==> src/rtl/max7219_pkg.sv <==
// rtl/max7219_pkg.sv - MAX7219 receiver address map, Code-B glyph table and reset values
package max7219_pkg;

  typedef enum logic [3:0] {
    ADDR_NOOP       = 4'h0,
    ADDR_DIGIT0     = 4'h1,
    ADDR_DIGIT1     = 4'h2,
    ADDR_DIGIT2     = 4'h3,
    ADDR_DIGIT3     = 4'h4,
    ADDR_DIGIT4     = 4'h5,
    ADDR_DIGIT5     = 4'h6,
    ADDR_DIGIT6     = 4'h7,
    ADDR_DIGIT7     = 4'h8,
    ADDR_DECODE     = 4'h9,
    ADDR_INTENSITY  = 4'hA,
    ADDR_SCAN_LIMIT = 4'hB,
    ADDR_SHUTDOWN   = 4'hC,
    ADDR_TEST       = 4'hF
  } addr_e;

  // Segments A..G in bits 6..0, indexed by the Code-B nibble (0-9, '-', E, H, L, P, blank).
  localparam logic [15:0][6:0] CODE_B_GLYPH = {
    7'h00, 7'h67, 7'h0E, 7'h37, 7'h4F, 7'h01, 7'h7B, 7'h7F,
    7'h70, 7'h5F, 7'h5B, 7'h33, 7'h79, 7'h6D, 7'h30, 7'h7E
  };

  localparam logic [7:0] RST_DIGIT      = 8'h00;
  localparam logic [7:0] RST_DECODE     = 8'h00;
  localparam logic [3:0] RST_INTENSITY  = 4'h0;
  localparam logic [2:0] RST_SCAN_LIMIT = 3'h0;
  localparam logic       RST_SHUTDOWN   = 1'b1;
  localparam logic       RST_TEST       = 1'b0;

endpackage

==> src/rtl/max7219_rx_if.sv <==
// rtl/max7219_rx_if.sv - three-wire MAX7219 display link plus chain output
interface max7219_rx_if;
  logic spi_din;
  logic spi_clk;
  logic spi_load;
  logic spi_dout;

  modport master (output spi_din, spi_clk, spi_load, input spi_dout);
  modport slave  (input spi_din, spi_clk, spi_load, output spi_dout);
endinterface

==> src/rtl/max7219_code_b.sv <==
// rtl/max7219_code_b.sv - Code-B digit to segment decoder, DP passed through from bit 7
module max7219_code_b
  import max7219_pkg::*;
(
  input  logic [7:0] digit,
  output logic [7:0] seg
);
  logic unused_hi;
  assign unused_hi = ^digit[6:4];

  assign seg = {digit[7], CODE_B_GLYPH[digit[3:0]]};
endmodule

==> src/rtl/max7219_rx.sv <==
// rtl/max7219_rx.sv - oversampling MAX7219 daisy-chain receiver with decoded register file
// Define MAX7219_RX_DECODE_EN to Code-B decode seg_vector for digits selected by decode mode.
module max7219_rx
  import max7219_pkg::*;
#(
  parameter int DEVICES = 2
) (
  input  logic                    clk,
  input  logic                    reset_n,
  max7219_rx_if.slave             spi,
  output logic [64*DEVICES-1:0]   digit_vector,
  output logic [64*DEVICES-1:0]   seg_vector,
  output logic [8*DEVICES-1:0]    decode_vec,
  output logic [4*DEVICES-1:0]    intensity_vec,
  output logic [3*DEVICES-1:0]    scan_limit_vec,
  output logic [DEVICES-1:0]      shutdown_vec,
  output logic [DEVICES-1:0]      test_vec,
  output logic                    update,
  output logic                    frame_err
);
  localparam int N  = 16 * DEVICES;
  localparam int CW = $clog2(N + 2);

  logic [1:0]    din_s;
  logic [2:0]    clk_s;
  logic [2:0]    load_s;
  logic          clk_rise;
  logic          load_rise;
  logic [N-1:0]  sr;
  logic [CW-1:0] cnt;
  logic [CW-1:0] cnt_next;
  logic          latch_pend;
  logic          err_pend;

  logic [DEVICES-1:0][7:0][7:0] digit_q;
  logic [DEVICES-1:0][7:0]      decode_q;
  logic [DEVICES-1:0][3:0]      intensity_q;
  logic [DEVICES-1:0][2:0]      scan_q;
  logic [DEVICES-1:0]           shutdown_q;
  logic [DEVICES-1:0]           test_q;

  // Bits [1:0] synchronize, bit [2] is the previous sample for edge detection.
  always_ff @(posedge clk or negedge reset_n) begin
    if (!reset_n) begin
      din_s  <= '0;
      clk_s  <= '0;
      load_s <= '0;
    end else begin
      din_s  <= {din_s[0], spi.spi_din};
      clk_s  <= {clk_s[1:0], spi.spi_clk};
      load_s <= {load_s[1:0], spi.spi_load};
    end
  end

  assign clk_rise  = clk_s[1] & ~clk_s[2];
  assign load_rise = load_s[1] & ~load_s[2];
  assign cnt_next  = (clk_rise && cnt != CW'(N + 1)) ? cnt + CW'(1) : cnt;

  // A bit arriving with the load rise is counted into the frame being latched.
  always_ff @(posedge clk or negedge reset_n) begin
    if (!reset_n) begin
      sr         <= '0;
      cnt        <= '0;
      latch_pend <= 1'b0;
      err_pend   <= 1'b0;
    end else begin
      if (clk_rise)
        sr <= {sr[N-2:0], din_s[1]};
      latch_pend <= load_rise;
      if (load_rise) begin
        err_pend <= (cnt_next != CW'(N));
        cnt      <= '0;
      end else begin
        cnt <= cnt_next;
      end
    end
  end

  always_ff @(posedge clk or negedge reset_n) begin
    if (!reset_n) begin
      digit_q     <= {(8*DEVICES){RST_DIGIT}};
      decode_q    <= {DEVICES{RST_DECODE}};
      intensity_q <= {DEVICES{RST_INTENSITY}};
      scan_q      <= {DEVICES{RST_SCAN_LIMIT}};
      shutdown_q  <= {DEVICES{RST_SHUTDOWN}};
      test_q      <= {DEVICES{RST_TEST}};
      update      <= 1'b0;
      frame_err   <= 1'b0;
    end else begin
      update <= latch_pend;
      if (latch_pend) begin
        frame_err <= err_pend;
        for (int d = 0; d < DEVICES; d++) begin
          case (sr[16*d+8 +: 4])
            ADDR_NOOP: ;
            ADDR_DIGIT0, ADDR_DIGIT1, ADDR_DIGIT2, ADDR_DIGIT3,
            ADDR_DIGIT4, ADDR_DIGIT5, ADDR_DIGIT6, ADDR_DIGIT7:
              digit_q[d][sr[16*d+8 +: 3] - 3'd1] <= sr[16*d +: 8];
            ADDR_DECODE:     decode_q[d]    <= sr[16*d +: 8];
            ADDR_INTENSITY:  intensity_q[d] <= sr[16*d +: 4];
            ADDR_SCAN_LIMIT: scan_q[d]      <= sr[16*d +: 3];
            ADDR_SHUTDOWN:   shutdown_q[d]  <= ~sr[16*d];
            ADDR_TEST:       test_q[d]      <= sr[16*d];
            default: ;
          endcase
        end
      end
    end
  end

  assign spi.spi_dout    = sr[N-1];
  assign digit_vector    = digit_q;
  assign decode_vec      = decode_q;
  assign intensity_vec   = intensity_q;
  assign scan_limit_vec  = scan_q;
  assign shutdown_vec    = shutdown_q;
  assign test_vec        = test_q;

`ifdef MAX7219_RX_DECODE_EN
  logic [DEVICES-1:0][7:0][7:0] seg_w;
  for (genvar d = 0; d < DEVICES; d++) begin : g_dev
    for (genvar n = 0; n < 8; n++) begin : g_dig
      logic [7:0] glyph;
      max7219_code_b u_code_b (
        .digit (digit_q[d][n]),
        .seg   (glyph)
      );
      assign seg_w[d][n] = decode_q[d][n] ? glyph : digit_q[d][n];
    end
  end
  assign seg_vector = seg_w;
`else
  assign seg_vector = digit_q;
`endif

endmodule

==> src/flat_wrapper.sv <==
// flat-port wrapper written by rule: the top's interface ports become plain ports
module max7219_rx_flat import max7219_pkg::*;
#(
  parameter int DEVICES = 2
)
  (clk, reset_n, digit_vector, seg_vector, decode_vec, intensity_vec, scan_limit_vec, shutdown_vec, test_vec, update, frame_err, spi_spi_din, spi_spi_clk, spi_spi_load, spi_spi_dout);
  max7219_rx_if spi_i ();
  input  logic clk;
  input  logic reset_n;
  output logic [64*DEVICES-1:0] digit_vector;
  output logic [64*DEVICES-1:0] seg_vector;
  output logic [8*DEVICES-1:0] decode_vec;
  output logic [4*DEVICES-1:0] intensity_vec;
  output logic [3*DEVICES-1:0] scan_limit_vec;
  output logic [DEVICES-1:0] shutdown_vec;
  output logic [DEVICES-1:0] test_vec;
  output logic update;
  output logic frame_err;
  input wire logic [$bits(spi_i.spi_din)-1:0] spi_spi_din;
  input wire logic [$bits(spi_i.spi_clk)-1:0] spi_spi_clk;
  input wire logic [$bits(spi_i.spi_load)-1:0] spi_spi_load;
  output wire logic [$bits(spi_i.spi_dout)-1:0] spi_spi_dout;
  assign spi_i.spi_din = spi_spi_din;
  assign spi_i.spi_clk = spi_spi_clk;
  assign spi_i.spi_load = spi_spi_load;
  assign spi_spi_dout = spi_i.spi_dout;
  max7219_rx #(.DEVICES(DEVICES)) u_core (.clk(clk), .reset_n(reset_n), .spi(spi_i), .digit_vector(digit_vector), .seg_vector(seg_vector), .decode_vec(decode_vec), .intensity_vec(intensity_vec), .scan_limit_vec(scan_limit_vec), .shutdown_vec(shutdown_vec), .test_vec(test_vec), .update(update), .frame_err(frame_err));
endmodule
==> config.mk <==
export PLATFORM = sky130hd
export DESIGN_NAME = max7219_rx_flat
export DESIGN_NICKNAME = d
export VERILOG_FILES = /design/src/rtl/max7219_pkg.sv /design/src/rtl/max7219_rx_if.sv /design/src/rtl/max7219_code_b.sv /design/src/rtl/max7219_rx.sv /design/src/flat_wrapper.sv
export SDC_FILE = /design/constraint.sdc
export NUM_CORES = 1
export LEC_CHECK = 0
export BUFFER_PORTS_ARGS = -buffer_cell sky130_fd_sc_hd__buf_2
export CAP_MARGIN = 20
export CORE_UTILIZATION = 55
export DETAILED_ROUTE_END_ITERATION = 12
export PLACE_DENSITY = 0.85
export SLEW_MARGIN = 20
export SYNTH_ARGS = -nofsm -noshare
export SYNTH_HDL_FRONTEND = slang
export SYNTH_HIERARCHICAL = 1
export SYNTH_SLANG_ARGS = --single-unit
==> constraint.sdc <==
create_clock -name clk -period 3.4 [get_ports clk]
set_input_delay 0.51 -clock clk [delete_from_list [all_inputs] [get_ports clk]]
set_output_delay 0.51 -clock clk [all_outputs]
set_load 0.02 [all_outputs]
==> results of run 1 <==
==> cells in the final DEF, fill, tap and decap left out, types with 3 or more instances in the layout <==
master / netlist / final
a21oi_1: 3 / 3
buf_2: 3 / 296
buf_4: 129 / 4
bufinv_16: 0 / 3
clkbuf_16: 0 / 23
clkbuf_8: 0 / 5
clkinv_2: 0 / 6
dfrtp_1: 210 / 210
ha_1: 10 / 10
inv_1: 10 / 10
mux2_1: 6 / 6
mux2_2: 155 / 155
nand2_1: 89 / 89
nand2_2: 3 / 3
nand2b_1: 3 / 3
nand4_1: 4 / 4
nor2_1: 11 / 11
nor2_2: 3 / 3
nor2b_1: 5 / 4
o2111ai_1: 3 / 3
o21ai_0: 13 / 13
xnor2_1: 3 / 3
xor2_1: 4 / 4
==> final timing paths <==
kind	startpoint	end	slack, ns	depth (start not counted)
worst max-delay path	u_core/sr[24]	u_core/digit_vector[88]	0.82	6
worst min-delay path	reset_n	u_core/digit_vector[45]	0.03	1
min in group clk	spi_spi_load	u_core/load_s[0]	0.12	1
worst max register to register	u_core/sr[24]	u_core/digit_vector[88]	0.82	6
max in group asynchronous	reset_n	u_core/shutdown_vec[0]	2.47	2
worst min register to register	u_core/load_s[0]	u_core/load_s[1]	0.35	0
==> power by group through the flow <==
stage	logic [mW]	clock network [mW]	registers, mW
2_1_floorplan	0.619	0	2.94
3_3_place_gp	0.854	0	2.91
3_5_place_dp	0.873	0	2.92
4_1_cts	0.875	2.60	2.88
5_1_grt	0.929	2.70	2.90
6_report	0.862	2.53	2.87
==> stage by stage <==
stage	std cells	hold slack (ns)	instance area (um^2)
floorplan	734	0.214	9380
global placement	1098	0.334	10100
detailed placement	1098	0.339	10100
CTS	1138	0.0387	10900
global route	1138	0.0608	10900
finish	1138	0.0328	10900
==> layer usage <==
| metal | wire length (um) | vias up |
|---|---|---|
| met5 | 0 | - |
| met2 | 10700 | 234 |
| met1 | 8270 | 2971 |
| met3 | 1020 | 19 |
| li1 | - | 2682 |
| met4 | 335 | 0 |
==> registers in the layout (all words and copies together) (netlist names), 3 cells and up <==
name and flops:
u_core/intensity_vec 8, u_core/scan_limit_vec 6, u_core/cnt 6, u_core/clk_s 3, u_core/decode_vec 16, u_core/load_s 3
u_core/digit_vector 128, u_core/sr 32
==> layout make-up <==
type	count	area [um^2]	area share (%)
Sequential cell	212	5310	48.7
Multi-Input combinational cell	354	2960	27.1
Timing Repair Buffer	302	1550	14.2
Clock buffer	30	652	5.98
Tap cell	220	275	2.52
Clock inverter	10	129	1.18
Inverter	10	37.5	0.344
==> logic make-up (layout without fill, tap and decap cells) <==
group	Yosys count	count (layout)	synth area share, %
XOR/XNOR	7	7	0.653
AND/OR/NAND/NOR	140	140	7.15
AO/OA/AOI/OAI	35	35	2.95
buffers and inverters	168	352	11.9
multiplexers	162	162	19.4
adder cells (fa/ha/maj)	10	10	1.33
flip-flops	212	212	56.6
==> critical path: stages (launching register included) <==
cell and delay (ns):
dfrtp_1 0.52, inv_1 0.16, ha_1 0.25, or4_1 0.42
a21oi_2 0.32, nand2b_1 0.40, mux2_2 0.38
==> metrics, run 1 <==
Sequential Power Share=between 40% and 50%; Mapped Area=9380 um^2; Max Cap Violations=0; top_reg_cell synth=dfrtp_1; first-pass GRT wire length=about 32 mm; Yosys warnings=6; syn_nets=~750; setup violators final=0; Die W=133 um; vias in the first global route=around 5700; clk slew on worst S/H paths=roughly 0.06 ns; #FFs+latches synth=around 210; Netlist cell types=between 40 and 50; clock root cell=clkbuf_16; Avg WL per Cell=around 18 um; CP Capture Type=flip-flop; met3 Use GR=3.37%; Hold/Removal Path Class=in2async; Final HPWL DP=~14 mm; Post-CTS Setup Bufs=0; power density over cell area=between 500 and 600 nW/um^2; I/O Buffers=~300; unrepaired setup endpoints after global routing=false; largest net degree at the start of global routing=just over 90; top cells by count, synth=dfrtp_1 (210), mux2_2 (155), buf_4 (129); Fmax=387 MHz; status=finished, final reports clean; most common cell in the netlist=dfrtp_1; layout cells sized above 1=around 56%; synthesized instance count=734; TritonCTS buffer count=23; crit path launch type=flip-flop; Max Clock Skew=around 0.011 ns; GRT met1 Usage=~28%; Comb power frac=between 10% and 20%; Static Leakage=6.35 nW; nets@finish=about 920; Async SR Flop Fraction=100%; Peak supply drop=0.343 mV; Seq/Total Area, Yosys=between 50% and 60%; period utilization=roughly three quarters; routability cong.=0.823; initial core utilization=about 56%; slew at the pin closest to its max-slew limit=between 0.7 and 0.8 ns; std cell rows=47; via count=slightly below 6000; Antenna Cells=0; Most Used Layer, Global Route=met2; H-tree depth=1; largest area contributor in the netlist=dfrtp_1; Die Y=approximately 130 um; Layout Area Growth over Synthesis=16.2%; initial antenna violation count=0; clock power share=about two fifths; Hold Buf Count CTS=0; Total Routing Usage GR=23.2%; clock buffer depth=3; Critical Path AT=approximately 3.0 ns; fillers=approximately 1200; Int Pwr=approximately 4.5 mW; Synth area leaders=dfrtp_1 (56%), mux2_2 (19%), buf_4 (10%); final wirelength=20.4 mm; DR iter-0 viols=between 150 and 200; Clk Latency, worst-skew pair=slightly below 0.5 ns; DRC=0; pre-CTS setup slack=between 0.8 and 0.9 ns; sw frac=27.4%; slew margin rel.=between 40% and 50%; Post-synth EDFFs=0; Net Sw Power=1.72 mW; Mean Syn Cell Area=12.8 um^2; met2 Resource Use GR=between 40 and 50%; global route overflow=0; Slew Viols, Final=0; final hold violations=0; Core Area=about 17000 um^2; Util after Layout=65.5%; Sum Neg Setup Slack=0 ns; full die area=about 18000 um^2; Crit Path Max Fanout=8; Via density=5.19; WP data required=between 3 and 4 ns; CTS Sinks=roughly 210; TritonCTS clock tree=done; Ports=just under 300; Setup Crit Path Kind=reg2reg; area share of the largest cell type after synthesis=56.0%; Post-CTS Resized=0; Final ANT Viol Nets=0; final critical-path required period=about 2.6 ns; setup ws final=0.817 ns; first-pass detailed-route iteration total=4; Tot Pwr=about 6.3 mW
(Power assumes the default switching activity.)
==> inputs of run 2 (changes only) <==
--- a/config.mk
+++ b/config.mk
@@ -5,11 +5,12 @@
 export SDC_FILE = /design/constraint.sdc
 export NUM_CORES = 1
 export LEC_CHECK = 0
+export ABC_AREA = 1
 export BUFFER_PORTS_ARGS = -buffer_cell sky130_fd_sc_hd__buf_2
 export CAP_MARGIN = 20
-export CORE_UTILIZATION = 55
+export CORE_UTILIZATION = 46
 export DETAILED_ROUTE_END_ITERATION = 12
-export PLACE_DENSITY = 0.85
+export PLACE_DENSITY = 0.77
 export SLEW_MARGIN = 20
 export SYNTH_ARGS = -nofsm -noshare
 export SYNTH_HDL_FRONTEND = slang
==> constraint.sdc (replaced) <==
create_clock -name clk -period 2.2 [get_ports clk]
set_input_delay 0.33 -clock clk [delete_from_list [all_inputs] [get_ports clk]]
set_output_delay 0.33 -clock clk [all_outputs]
set_load 0.02 [all_outputs]
==> run 2 against run 1 <==
  * Final cell count increased by 22%
  * Wire length increased by 3.6%
  * Total power increased by 56%
  * Sequential cell count unchanged
  * Area after synthesis decreased by 4.0%
  * Sequential power increased by 51%
==> metrics, run 2 <==
Via density=4.87 (was 5.19); hold path start=u_core/din_s[0]; #FFs+latches synth=212 (unchanged); unrepaired setup endpoints after global routing=true (was false); vias in the first global route=6095 (was 5718); largest area contributor in the netlist=dfrtp_1 (unchanged); Critical Path AT=2.41 ns (was 2.95 ns); Mapped Area=9000 um^2 (was 9380 um^2); power density over cell area=919 nW/um^2 (was 575 nW/um^2); TritonCTS clock tree=done (unchanged); commonest non-fill, non-tap cells in the layout=buf_2 (296), nand2_1 (254), dfrtp_1 (208), o21ai_0 (189), nor2_1 (41) (was buf_2 (296), dfrtp_1 (210), mux2_2 (155), nand2_1 (89), clkbuf_16 (23)); Sequential Power Share=44.3% (was 45.8%); setup violators final=0 (unchanged); Antenna Cells=0 (unchanged); final critical-path required period=2.05 ns (was 2.58 ns); nets@finish=1129 (was 918); Total Routing Usage GR=20.8% (was 23.2%); DRC=0 (unchanged); Setup Crit Path Kind=reg2reg (unchanged); clock power share=41.7% (was 40.4%); first-pass detailed-route iteration total=5 (was 4); Async SR Flop Fraction=100% (unchanged); Ports=298 (unchanged); Int Pwr=7.06 mW (was 4.55 mW); Net Sw Power=2.71 mW (was 1.72 mW); layout cells sized above 1=32.4% (was 56.1%); Non-Filler Instances=1391 (was 1138); pre-CTS setup slack=0.0622 ns (was 0.855 ns); multi-input logic area=2390 um^2 (was 2960 um^2); largest net degree at the start of global routing=57 (was 93); Fmax=489 MHz (was 387 MHz); status=finished, final reports clean (unchanged); top cells by count, synth=nand2_1 (268), dfrtp_1 (210), o21ai_0 (189) (was dfrtp_1 (210), mux2_2 (155), buf_4 (129)); Placed Area=9720 um^2 (was 10100 um^2); commonest non-fill, non-tap cell in the layout=buf_2 (unchanged); CP Capture Type=flip-flop (unchanged); Final ANT Viol Nets=0 (unchanged); Core Area=19000 um^2 (was 16600 um^2); final wirelength=21.1 mm (was 20.4 mm); Die W=142 um (was 133 um); Crit Path Max Fanout=16 (was 8); Static Leakage=5.88 nW (was 6.35 nW); Post-synth EDFFs=0 (unchanged); initial core utilization=47.5% (was 56.4%); Comb power frac=14.0% (was 13.8%); period utilization=93.0% (was 76.0%); area share of the largest cell type after synthesis=58.4% (was 56.0%); Netlist cell types=15 (was 49); fin area=10600 um^2 (was 10900 um^2); Max Cap Violations=0 (unchanged); H-tree depth=1 (unchanged); full die area=20100 um^2 (was 17600 um^2); TritonCTS buffer count=23 (unchanged); top_reg_cell synth=dfrtp_1 (unchanged); global route overflow=0 (unchanged); setup ws final=0.153 ns (was 0.817 ns); Final HPWL DP=14.4 mm (was 14.0 mm); routability cong.=0.801 (was 0.823); first-pass GRT wire length=32.9 mm (was 31.6 mm); max FFs per register=128 (unchanged); Mean Syn Cell Area=9.58 um^2 (was 12.8 um^2); CTS Sinks=212 (unchanged); Peak supply drop=0.450 mV (was 0.343 mV); slew margin rel.=61.0% (was 48.3%); final hold violations=0 (unchanged); Synth area leaders=dfrtp_1 (58%), nand2_1 (11%), buf_4 (11%) (was dfrtp_1 (56%), mux2_2 (19%), buf_4 (10%)); DR iter-0 viols=496 (was 185); Seq. cell area=5310 um^2 (about the same); Seq/Total Area, Yosys=58.9% (was 56.6%); Clk Latency, worst-skew pair=0.51 ns (was 0.49 ns); Layout Area Growth over Synthesis=18.1% (was 16.2%); Slew Viols, Final=0 (unchanged); Post-CTS Setup Bufs=0 (unchanged); Max Clock Skew=0.0142 ns (was 0.0114 ns); placed insts=1345 (was 1098); Hold/Removal Path Class=reg2reg (was in2async); I/O Buffers=297 (unchanged); initial antenna violation count=0 (unchanged); clk slew on worst S/H paths=0.06 ns (about the same); Die Y=142 um (was 133 um); slew at the pin closest to its max-slew limit=0.584 ns (was 0.771 ns); Yosys warnings=6 (unchanged); crit path launch type=flip-flop (unchanged); std cell rows=50 (was 47); most common cell in the netlist=nand2_1 (was dfrtp_1); synthesized instance count=940 (was 734); Avg WL per Cell=15.2 um (was 17.9 um); Reg2Reg Launch Point=u_core/sr[24] (unchanged); Tot Pwr=9.77 mW (was 6.27 mW); crit path launch=u_core/sr[24] (unchanged); sw frac=27.7% (was 27.4%); clock buffer depth=3 (unchanged); fillers=1655 (was 1246); clock root cell=clkbuf_16 (unchanged); syn_nets=955 (was 749); via count=6781 (was 5906); WP data required=2.56 ns (was 3.77 ns)
[run 2: path summary, 6_finish.rpt]
| kind | endpoint | slack (ns) | cells past startpoint |
|---|---|---|---|
| max | u_core/digit_vector[104] | 0.15 | 10 |
| max in group asynchronous | u_core/shutdown_vec[1] | 1.12 | 3 |
| min in group asynchronous | u_core/digit_vector[39] | 0.36 | 2 |
| min reg2reg | u_core/din_s[1] | 0.35 | 0 |
| min | u_core/din_s[1] | 0.35 | 0 |
| max reg2reg | u_core/digit_vector[104] | 0.15 | 10 |
[run 2: routing by layer]
| layer | routed length [um] | track usage [%] | part of all wire [%] |
|---|---|---|---|
| met5 | 0 | 0 | 0 |
| met4 | 422 | 6.00 | 2.0 |
| met3 | 1270 | 3.21 | 6.0 |
| met2 | 10500 | 35.7 | 50 |
| met1 | 8930 | 27.4 | 42 |
[run 2: final cells by class]
class | instances | share of cell area, %
multi-input combinational | 527 | 22.5
clock buffer | 30 | 6.04
timing repair buffer | 309 | 15.4
sequential | 212 | 49.9
tap | 260 | 3.06
clock inverter | 12 | 1.66
inverter | 41 | 1.45
[run 2: cell families (layout without fill, tap and decap cells)]
family	count (synthesis)	count (layout)	synth area share (%)
and+or+nand+nor	319	319	13.5
buffers and inverters	201	392	15.1
adders and majority gates	10	10	1.39
muxes	1	1	0.125
DFF	212	212	58.9
AOI/OAI and AO/OA	197	197	11.0
[run 2: power by group through the flow]
stage	Clock, mW	Combinational (mW)	Sequential (mW)
finish	4.08	1.37	4.32
global route	4.34	1.52	4.35
CTS	4.17	1.36	4.32
detailed placement	0	1.35	4.39
global placement	0	1.32	4.38
floorplan	0	0.810	4.55
[run 2: per-stage QoR]
step	hold WS (ns)	setup TNS [ns]	util, %
2_1_floorplan	0.0344	0	-
3_3_place_gp	0.336	0	51.3
3_5_place_dp	0.335	0	51.3
4_1_cts	0.354	0	55.8
5_1_grt	0.361	-0.173	56.1
6_report	0.351	0	56.1
[run 2: what timing repair did]
| action | in CTS | in global routing |
|---|---|---|
| endpoints found under the setup margin | 1 | 123 |
| gates resized for setup | 1 | 19 |
| pin swaps | 0 | 0 |
| hold endpoints to repair | 54 | 0 |
| hold buffers | 4 | 0 |
[run 2: worst max-delay path, stage by stage (launching register included)]
cell and delay, ns:
dfrtp_2 0.43, inv_1 0.14, ha_1 0.25, nand2_1 0.17, inv_1 0.06, nor2_1 0.18, nand2_1 0.11, nor2_1 0.14
nand2_2 0.21, nand2_1 0.13, o21ai_0 0.08
==> inputs of run 3 (changes only) <==
--- a/config.mk
+++ b/config.mk
@@ -10,9 +10,8 @@
 export CAP_MARGIN = 20
 export CORE_UTILIZATION = 46
 export DETAILED_ROUTE_END_ITERATION = 12
-export PLACE_DENSITY = 0.77
+export PLACE_DENSITY = 0.76
 export SLEW_MARGIN = 20
 export SYNTH_ARGS = -nofsm -noshare
 export SYNTH_HDL_FRONTEND = slang
-export SYNTH_HIERARCHICAL = 1
 export SYNTH_SLANG_ARGS = --single-unit
==> run 3 against run 2 <==
  * Via count up 13%
  * Largest power group unchanged
  * Critical endpoint is now u_core.digit_vector[114]
  * Sequential power up 3%
  * Clock skew down 0.0051 ns
  * Global-route usage is 0.97 points higher
  * Area after synthesis up 5.9%
  * Final cell count up 12%
  * Clock-buffer cell count increased by 5
  * Register-to-register slack got worse by 0.02 ns
==> metrics, run 3 <==
global route overflow=0 (unchanged); Setup Crit Path Kind=reg2reg (unchanged); initial core utilization=47.0% (was 47.5%); Die W=146 um (was 142 um); commonest non-fill, non-tap cells in the layout=nand2_1 (375), buf_2 (296), dfrtp_1 (209), nand3_1 (137), o21ai_0 (59) (was buf_2 (296), nand2_1 (254), dfrtp_1 (208), o21ai_0 (189), nor2_1 (41)); CP Capture Type=flip-flop (unchanged); slew at the pin closest to its max-slew limit=0.575 ns (was 0.584 ns); first-pass GRT wire length=37.6 mm (was 32.9 mm); TritonCTS buffer count=23 (unchanged); worst path cell trace=clkinv_1 -> ha_1 -> nand2_1 -> inv_1 -> nor2_1 -> nand2_1 -> nor2_2 -> nand2_4 -> nand2_1 -> nand2_1 (was inv_1 -> ha_1 -> nand2_1 -> inv_1 -> nor2_1 -> nand2_1 -> nor2_1 -> nand2_2 -> nand2_1 -> o21ai_0); Hold/Removal Path Class=reg2reg (unchanged); max FFs per register=128 (unchanged); max incr delay on CP=0.40 ns (was 0.43 ns); crit path launch=u_core.sr[24] (was u_core/sr[24]); Fmax=484 MHz (was 489 MHz); Avg WL per Cell=15.0 um (was 15.2 um); Critical Path AT=2.46 ns (was 2.41 ns); Core Area=20300 um^2 (was 19000 um^2); Total Routing Usage GR=21.8% (was 20.8%); Layout Area Growth over Synthesis=19.8% (was 18.1%); Final HPWL DP=16.3 mm (was 14.4 mm); power density over cell area=864 nW/um^2 (was 919 nW/um^2); Max Clock Skew=0.00905 ns (was 0.0142 ns); Netlist cell types=25 (was 15); #FFs+latches synth=212 (unchanged); Slowest-stage cell, CP=dfrtp_1 (was dfrtp_2); I/O Buffers=297 (unchanged); final critical-path required period=2.07 ns (was 2.05 ns); unrepaired setup endpoints after global routing=true (unchanged); first-pass detailed-route iteration total=5 (unchanged); crit path launch type=flip-flop (unchanged); Synth area leaders=dfrtp_1 (55%), nand2_1 (15%), buf_4 (10%) (was dfrtp_1 (58%), nand2_1 (11%), buf_4 (11%)); Clk Latency, worst-skew pair=0.50 ns (was 0.51 ns); fillers=1822 (was 1655); TritonCTS clock tree=done (unchanged); Post-synth EDFFs=0 (unchanged); Most Used Layer, Global Route=met2 (unchanged); top cells by count, synth=nand2_1 (375), dfrtp_1 (210), nand3_1 (137) (was nand2_1 (268), dfrtp_1 (210), o21ai_0 (189)); fin area=11400 um^2 (was 10600 um^2); Mapped Area=9540 um^2 (was 9000 um^2); Static Leakage=6.86 nW (was 5.88 nW); synthesized instance count=1076 (was 940); met3 Use GR=3.13% (was 3.21%); Crit Path Max Fanout=9 (was 16); final wirelength=23.3 mm (was 21.1 mm); syn_nets=1091 (was 955); GRT met1 Usage=30.5% (was 27.4%); WP data required=2.60 ns (was 2.56 ns); nets@finish=1282 (was 1129); initial antenna violation count=0 (unchanged); largest net degree at the start of global routing=71 (was 57); DR iter-0 viols=497 (was 496); Final ANT Viol Nets=0 (unchanged); top_reg_cell synth=dfrtp_1 (unchanged); setup violators final=0 (unchanged); final hold violations=0 (unchanged); Util after Layout=56.3% (was 56.1%); Via density=4.94 (was 4.87); met2 Resource Use GR=35.4% (was 35.7%); Die Y=146 um (was 142 um); Placed Area=10500 um^2 (was 9720 um^2); CP most frequent cell=nand2_1 (unchanged); Ports=298 (unchanged); Slew Viols, Final=0 (unchanged); Mean Syn Cell Area=8.87 um^2 (was 9.58 um^2); Async SR Flop Fraction=100% (unchanged); layout cells sized above 1=31.6% (was 32.4%); R2R Setup Slk=0.13 ns (was 0.15 ns); DRC=0 (unchanged); full die area=21300 um^2 (was 20100 um^2); largest area contributor in the netlist=dfrtp_1 (unchanged); Seq/Total Area, Yosys=55.6% (was 58.9%); CTS Sinks=212 (unchanged); clock root cell=clkbuf_16 (unchanged); area share of the largest cell type after synthesis=55.1% (was 58.4%); Peak supply drop=0.580 mV (was 0.450 mV); Reg2Reg Launch Point=u_core.sr[24] (was u_core/sr[24]); Yosys warnings=0 (was 6); clock buffer depth=3 (unchanged); H-tree depth=1 (unchanged); placed insts=1500 (was 1345); period utilization=93.9% (was 93.0%); std cell rows=52 (was 50); Antenna Cells=0 (unchanged); status=finished, final reports clean (unchanged); clk slew on worst S/H paths=0.06 ns (about the same); Max Cap Violations=0 (unchanged); Non-Filler Instances=1551 (was 1391); hold path start=u_core.load_s[0] (was u_core/din_s[0]); vias in the first global route=7184 (was 6095); slew margin rel.=61.5% (was 61.0%); via count=7656 (was 6781); most common cell in the netlist=nand2_1 (unchanged); commonest non-fill, non-tap cell in the layout=nand2_1 (was buf_2); routability cong.=0.791 (was 0.801)
==> run 3: cell types whose count changed after synthesis, moves of 3 or more <==
cell	before	now
buf_6	16	1
nand4_1	0	3
buf_2	0	13
nand3_1	7	137
o21ai_0	189	59
nor2_2	0	16
nand2_2	0	8
nand2_4	0	6
nand2_1	268	375
clkbuf_1	16	24
nor2_1	42	25
==> run 3: layout make-up <==
type | count | area (um^2) | area share, %
clock buffer | 35 | 711 | 6.22
clock inverter | 4 | 48.8 | 0.427
inverter | 44 | 165 | 1.45
multi-input combinational | 651 | 2980 | 26.0
sequential | 212 | 5310 | 46.5
tap | 270 | 338 | 2.96
timing repair buffer | 335 | 1880 | 16.4
==> run 3: repair_timing <==
action,CTS,global route
resized for setup,1,8
endpoints found under the hold margin,67,0
hold buffers,4,0
cloned,0,0
pin swaps,0,1
endpoints found under the setup margin,10,90
buffers inserted,0,8
==> run 3: worst paths after layout <==
| kind | end | cells after the start |
|---|---|---|
| worst max-delay path | u_core.digit_vector[114] | 10 |
| min in group asynchronous | u_core.digit_vector[101] | 2 |
| worst min register to register | u_core.load_s[1] | 0 |
| worst max register to register | u_core.digit_vector[114] | 10 |
| max in group asynchronous | u_core.shutdown_vec[0] | 3 |
| worst min-delay path | u_core.load_s[1] | 0 |
==> run 3: logic make-up (layout without fill, tap and decap cells) <==
logic type	Yosys count	count (layout)	synth area share (%)
simple gates	572	572	25.6
buf+inv	213	418	13.7
flops	212	212	55.6
compound gates	69	69	3.75
fa+ha+maj	10	10	1.31
==> run 3: layer usage <==
layer	up-vias	share of wire, %	routed length [um]
li1	3671	-	-
met1	3687	43	10100
met2	254	48	11200
met3	44	5.9	1380
met4	0	2.4	548
met5	-	0	0
==> run 3: where the power goes <==
group	internal (mW)	total [mW]	switching, mW
sequential	4.13	4.44	0.314
clock	2.33	3.84	1.51
combinational	0.494	1.59	1.10
total	6.95	9.87	2.93
==> run 3: through the flow <==
stage | power, mW | hold WS [ns] | worst slack [ns] | setup TNS [ns]
finish | 9.87 | 0.345 | 0.134 | 0
global route | 10.3 | 0.357 | -0.0263 | -0.290
CTS | 9.86 | 0.349 | 0.0583 | 0
detailed placement | 6.01 | 0.331 | 0.00321 | 0
global placement | 5.96 | 0.324 | 0.166 | 0
floorplan | 5.51 | 0.0344 | 0.181 | 0
==> run 3: worst max-delay path, delay by kind of cell (launching register included) <==
family	cells	cell delay, ns
DFF	1	0.40
buffers and inverters	2	0.20
adders and majority gates	1	0.26
and+or+nand+nor	7	1.11
